<file path="src/rtl/branch_resolve_queue.sv">
// branch_resolve_queue: in-order tracker for predicted conditional branches.
// Entries are allocated at the tail by IF and resolved out of order by tag from
// the ALU. The head is retired in order: it trains the predictor and, on a
// mispredict, flushes the whole queue and redirects IF to the correct pc.

`ifndef RAM_ADR_W
`define RAM_ADR_W 32
`endif

module branch_resolve_queue #(
    parameter int DEPTH_W = 3
) (
    input  logic                  clk,
    input  logic                  rst,
    input  logic                  en,
    input  logic                  alloc_v_i,
    input  logic [`RAM_ADR_W-1:0] alloc_pc_i,
    input  logic [`RAM_ADR_W-1:0] alloc_tgt_i,
    input  logic                  alloc_pred_i,
    output logic [DEPTH_W-1:0]    alloc_tag_o,
    output logic                  full_o,
    input  logic                  res_v_i,
    input  logic [DEPTH_W-1:0]    res_tag_i,
    input  logic                  res_taken_i,
    output logic                  bp_en_o,
    output logic                  bp_abr_o,
    output logic [`RAM_ADR_W-1:0] bp_tpc_o,
    output logic                  flush_o,
    output logic [`RAM_ADR_W-1:0] flush_pc_o,
    output logic [DEPTH_W:0]      count_o
);

    localparam int N = 2 ** DEPTH_W;
    localparam int AW = `RAM_ADR_W;

    // Per-entry state
    logic [N-1:0]  valid_q, valid_d;
    logic [N-1:0]  resolved_q, resolved_d;
    logic [N-1:0]  taken_q, taken_d;
    logic [N-1:0]  pred_q, pred_d;
    logic [AW-1:0] pc_q  [N];
    logic [AW-1:0] pc_d  [N];
    logic [AW-1:0] tgt_q [N];
    logic [AW-1:0] tgt_d [N];

    // Queue pointers and registered feedback outputs
    logic [DEPTH_W-1:0] head_q, head_d;
    logic [DEPTH_W-1:0] tail_q, tail_d;
    logic [DEPTH_W:0]   count_q, count_d;
    logic               bp_en_q, bp_en_d;
    logic               bp_abr_q, bp_abr_d;
    logic [AW-1:0]      bp_tpc_q, bp_tpc_d;
    logic               flush_q, flush_d;
    logic [AW-1:0]      flush_pc_q, flush_pc_d;

    // Cycle-wide events; retire only looks at registered state so a resolve
    // landing on the head takes effect one edge later.
    logic do_alloc, do_res, do_retire, do_flush;

    assign full_o    = (count_q == (DEPTH_W+1)'(N));
    assign do_alloc  = en && alloc_v_i && !full_o;
    assign do_res    = en && res_v_i;
    assign do_retire = en && valid_q[head_q] && resolved_q[head_q];
    assign do_flush  = do_retire && (taken_q[head_q] != pred_q[head_q]);

    // Per-entry next state; flush overrides any alloc/resolve in the same cycle
    for (genvar gi = 0; gi < N; gi++) begin : g_entry
        logic alloc_hit, res_hit, ret_hit;
        assign alloc_hit = do_alloc && (tail_q == DEPTH_W'(gi));
        assign res_hit   = do_res && (res_tag_i == DEPTH_W'(gi)) && valid_q[gi];
        assign ret_hit   = do_retire && (head_q == DEPTH_W'(gi));

        assign valid_d[gi]    = do_flush ? 1'b0 :
                                alloc_hit ? 1'b1 :
                                ret_hit ? 1'b0 : valid_q[gi];
        assign resolved_d[gi] = do_flush ? 1'b0 :
                                alloc_hit ? 1'b0 :
                                ret_hit ? 1'b0 :
                                res_hit ? 1'b1 : resolved_q[gi];
        assign taken_d[gi]    = res_hit ? res_taken_i : taken_q[gi];
        assign pred_d[gi]     = alloc_hit ? alloc_pred_i : pred_q[gi];
        assign pc_d[gi]       = alloc_hit ? alloc_pc_i : pc_q[gi];
        assign tgt_d[gi]      = alloc_hit ? alloc_tgt_i : tgt_q[gi];
    end

    // Pointer, occupancy and feedback next-state
    always_comb begin
        head_d     = head_q;
        tail_d     = tail_q;
        count_d    = count_q;
        bp_en_d    = 1'b0;
        bp_abr_d   = bp_abr_q;
        bp_tpc_d   = bp_tpc_q;
        flush_d    = 1'b0;
        flush_pc_d = flush_pc_q;
        if (do_retire) begin
            bp_en_d  = 1'b1;
            bp_abr_d = taken_q[head_q];
            bp_tpc_d = pc_q[head_q];
        end
        if (do_flush) begin
            head_d     = '0;
            tail_d     = '0;
            count_d    = '0;
            flush_d    = 1'b1;
            flush_pc_d = taken_q[head_q] ? tgt_q[head_q] : (pc_q[head_q] + AW'(4));
        end else begin
            head_d  = head_q + DEPTH_W'(do_retire);
            tail_d  = tail_q + DEPTH_W'(do_alloc);
            count_d = count_q + (DEPTH_W+1)'(do_alloc) - (DEPTH_W+1)'(do_retire);
        end
    end

    // State registers with synchronous reset
    always_ff @(posedge clk) begin
        if (rst) begin
            valid_q    <= '0;
            resolved_q <= '0;
            taken_q    <= '0;
            pred_q     <= '0;
            for (int i = 0; i < N; i++) begin
                pc_q[i]  <= '0;
                tgt_q[i] <= '0;
            end
            head_q     <= '0;
            tail_q     <= '0;
            count_q    <= '0;
            bp_en_q    <= 1'b0;
            bp_abr_q   <= 1'b0;
            bp_tpc_q   <= '0;
            flush_q    <= 1'b0;
            flush_pc_q <= '0;
        end else begin
            valid_q    <= valid_d;
            resolved_q <= resolved_d;
            taken_q    <= taken_d;
            pred_q     <= pred_d;
            for (int i = 0; i < N; i++) begin
                pc_q[i]  <= pc_d[i];
                tgt_q[i] <= tgt_d[i];
            end
            head_q     <= head_d;
            tail_q     <= tail_d;
            count_q    <= count_d;
            bp_en_q    <= bp_en_d;
            bp_abr_q   <= bp_abr_d;
            bp_tpc_q   <= bp_tpc_d;
            flush_q    <= flush_d;
            flush_pc_q <= flush_pc_d;
        end
    end

    assign alloc_tag_o = tail_q;
    assign count_o     = count_q;
    assign bp_en_o     = bp_en_q;
    assign bp_abr_o    = bp_abr_q;
    assign bp_tpc_o    = bp_tpc_q;
    assign flush_o     = flush_q;
    assign flush_pc_o  = flush_pc_q;

endmodule

</file>
<file path="config.mk">
export PLATFORM = sky130hd
export DESIGN_NAME = branch_resolve_queue
export DESIGN_NICKNAME = d
export VERILOG_FILES = /design/src/rtl/branch_resolve_queue.sv
export SDC_FILE = /design/constraint.sdc
export NUM_CORES = 1
export LEC_CHECK = 0
export CAP_MARGIN = 40
export CORE_ASPECT_RATIO = 1.2
export CORE_MARGIN = 2
export CORE_UTILIZATION = 35
export CTS_BUF_LIST = sky130_fd_sc_hd__clkbuf_16
export DETAILED_ROUTE_END_ITERATION = 7
export PLACE_DENSITY_LB_ADDON = 0.1
export SYNTH_ARGS = -nofsm -noshare
export SYNTH_HDL_FRONTEND = slang
export SYNTH_SLANG_ARGS = --single-unit
export TNS_END_PERCENT = 1
</file>
<file path="constraint.sdc">
create_clock -name clk -period 9.5 [get_ports clk]
set_input_delay 0.95 -clock clk [delete_from_list [all_inputs] [get_ports clk]]
set_output_delay 0.95 -clock clk [all_outputs]
set_load 0.05 [all_outputs]
</file>
==> flow_metrics.tcl <==
set metrics [dict create \
    status "complete, no violations" \
    yosys.area.top_type "edfxtp_1" \
    power_density_nw_per_um2 192.5 \
    clk_pin_slew_ns 0.06 \
    h-tree-depth 3 \
    rows 110 \
    drv_cap 0 \
    synth_cell_type_count 70 \
    finalWirelength_um 83270 \
    hold_path.class "reg2reg" \
    crit_start "head_q[2]" \
    fin_nets 2259 \
    drt_first_pass_iters 5 \
    ys_ff_latch 621 \
    dpl-instance-area_sq_um 29410 \
    synth-edff-count 512 \
    grt_start_max_net_pins 74 \
    crit_path_end_kind "flip-flop" \
    total_power_mw 6.053 \
    yosysWarningCount 0 \
    r2r_start "head_q[2]" \
    period_minus_slack_ns 4.671 \
    period_share_pct 49.17 \
    pin_count 149 \
    clk_latency_ns 0.60 \
    maxSlewHeadroom_pct 39.05 \
    dieArea_sq_um 78370 \
    drive_above_1_share_pct 13.07 \
    cts.sinks 621 \
    route.detailed.drc 0 \
    cts-buffers-inserted 68 \
    wl_per_cell_um 25.75 \
    ir_drop_v 0.00009490 \
    grt_pass1_wl_um 120600 \
    antennaDiodeCount 0 \
    initialDrtViolationCount 1572 \
    worst-setup-path-type "reg2reg" \
    avgSynthCellArea_sq_um 13.06 \
    worstPathRequired_ns 9.98 \
    power_leakage_nw 11.26 \
    synthCells 2040 \
    post_drt_via_cell_ratio 5.267 \
    routabilityCongestion 0.8246 \
    cts.hold.buffers_added 0 \
    fin_area_sq_um 31450 \
    post_cts_buffers 0 \
    min_from "bp_tpc_o[13]" \
    cts-resized-gates 0 \
    synthTopCellsByArea "edfxtp_1 58%, dfxtp_1 8.2%, mux4_2 8.0%" \
    async_flop_share_pct 0 \
    synth_top_area_share_pct 57.70 \
    vias 17030 \
    final-setup-viol-count 0 \
    start_kind "flip-flop" \
    port_buffers 148 \
    antenna_found_initial 0 \
    globalRouteOverflowTotal 0 \
    post-place-ws_ns 4.923 \
    drv_slew 0 \
    clock-skew-final_ns 0.02040 \
    syn_nets 2125 \
    dp_hpwl_um 52200 \
    path_max_fanout 62 \
    ctsLongestPathBuffers 3 \
    coreArea_sq_um 75150 \
    rsz0062_at_grt "false" \
    cts_tree "yes" \
    synth_area_sq_um 26650 \
    worst_pin_slew_ns 0.9088 \
    ant_nets 0 \
    fmax_mhz 214.1 \
    yosys_most_used_dff "edfxtp_1" \
    arrival_ns 5.15 \
    dieWidth_um 255.9 \
    initial_core_util_pct 35.46 \
    hold_violations 0 \
    ys_seq_area_share_pct 65.88 \
    postLayoutSetupSlackWorst_ns 4.829 \
    cts_root_buffer "clkbuf_16" \
    die_h_um 306.3 \
    grtUsageTotal_pct 21.20 \
    finalSetupTns_ns 0 \
    syn_to_final_growth_pct 18.01 \
    grt_pass1_vias 17600 \
]
-- flip-flops by register name, summed over array words and instances (netlist names), 4 cells and up --
register    count
bp_tpc_o       32
count_o         4
flush_pc_o     32
pc_q          256
pred_q          8
resolved_q      8
taken_q         8
tgt_q         256
valid_q         8
-- per-layer routing --
metal	up-vias	global-route usage, %	wire length (um)
met5	-	0	0
li1	7672	-	-
met3	113	3.266	4684
met4	0	6.773	2212
met1	8710	27.35	34740
met2	539	36.62	41630
-- cell type report --
type | count | area [sq um]
clock inverters | 51 | 259.0
inverters | 78 | 295.3
well taps | 1008 | 1261
fillers | 7142 | 43700
clock buffers | 71 | 1777
multi-input cells | 1205 | 8274
flip-flops and latches | 621 | 17570
repair buffers | 200 | 2012
-- power breakdown --
group / switching, mW / leakage (nW) / total [mW] / internal, mW
sequential: 0.0380 / 6.10 / 3.13 / 3.09
combinational: 0.312 / 4.06 / 0.461 / 0.149
clock: 1.07 / 1.10 / 2.46 / 1.40
total: 1.42 / 11.3 / 6.05 / 4.64
-- cell usage after synthesis (20+ instances only) --
| cell | n |
|---|---|
| inv_1 | 76 |
| a21oi_1 | 69 |
| mux2i_1 | 72 |
| nor2_1 | 478 |
| a211oi_1 | 23 |
| nand2_1 | 172 |
| buf_1 | 24 |
| mux4_2 | 95 |
| o21ai_0 | 20 |
| dfxtp_1 | 109 |
| and3_1 | 20 |
| mux2_2 | 29 |
| nor3_1 | 29 |
| edfxtp_1 | 512 |
| clkbuf_1 | 80 |
-- cells by family (layout without fill, tap and decap cells) --
logic type               after synthesis  in the layout  share of synthesized area (%)
buffers and inverters                214            400                          3.526
AND/OR/NAND/NOR                      779            779                          12.15
XOR/XNOR                              21             21                         0.6902
AO/OA/AOI/OAI                        192            192                          4.709
flip-flops                           621            621                          65.88
adder cells (fa/ha/maj)               11             11                         0.5447
multiplexers                         202            202                          12.49
-- critical path, stage by stage, from the launching register on --
cell,delay (ns)
dfxtp_4,0.66
buf_4,0.76
or2_2,0.30
o22ai_1,0.09
a211oi_1,0.65
nand4_1,0.46
or4_1,0.79
or4_1,0.58
a31oi_1,0.18
nor2_1,0.06
-- stage by stage --
step,cells,utilization (%),hold slack [ns]
final,3234,41.85,0.4542
after global routing,3234,41.85,0.4855
after CTS,3234,41.85,0.4605
after detailed placement,3112,39.14,0.4520
after global placement,3101,38.85,0.4436
after floorplan,2040,-,0.4546
-- cells in the final DEF (no fill, tap or decap), drive strengths merged, types with 5 or more instances in the layout --
| cell | count |
|---|---|
| mux4 | 100 |
| clkdlybuf4s50 | 147 |
| inv | 105 |
| nand4 | 7 |
| o22ai | 14 |
| nor2b | 9 |
| or2 | 6 |
| a211oi | 23 |
| dfxtp | 109 |
| xor2 | 6 |
| nor3 | 29 |
| and2 | 8 |
| o221ai | 8 |
| ha | 10 |
| and3 | 20 |
| o211ai | 6 |
| nand3 | 13 |
| or4 | 5 |
| a21oi | 69 |
| nor4 | 12 |
| o21ai | 20 |
| mux2i | 72 |
| nand3b | 5 |
| a311oi | 5 |
| buf | 52 |
| xnor2 | 15 |
| edfxtp | 512 |
| a22oi | 8 |
| clkinv | 22 |
| nor2 | 478 |
| nand2 | 174 |
| mux2 | 30 |
| clkbuf | 71 |
| a31oi | 7 |
-- path summary, 6_finish.rpt --
check        slack, ns              to  depth (start not counted)
max reg2reg       4.83  flush_pc_o[24]                          9
max               4.83  flush_pc_o[24]                          9
min reg2reg       0.45    bp_tpc_o[13]                          2
min               0.45    bp_tpc_o[13]                          2
(Power assumes the default switching activity.)
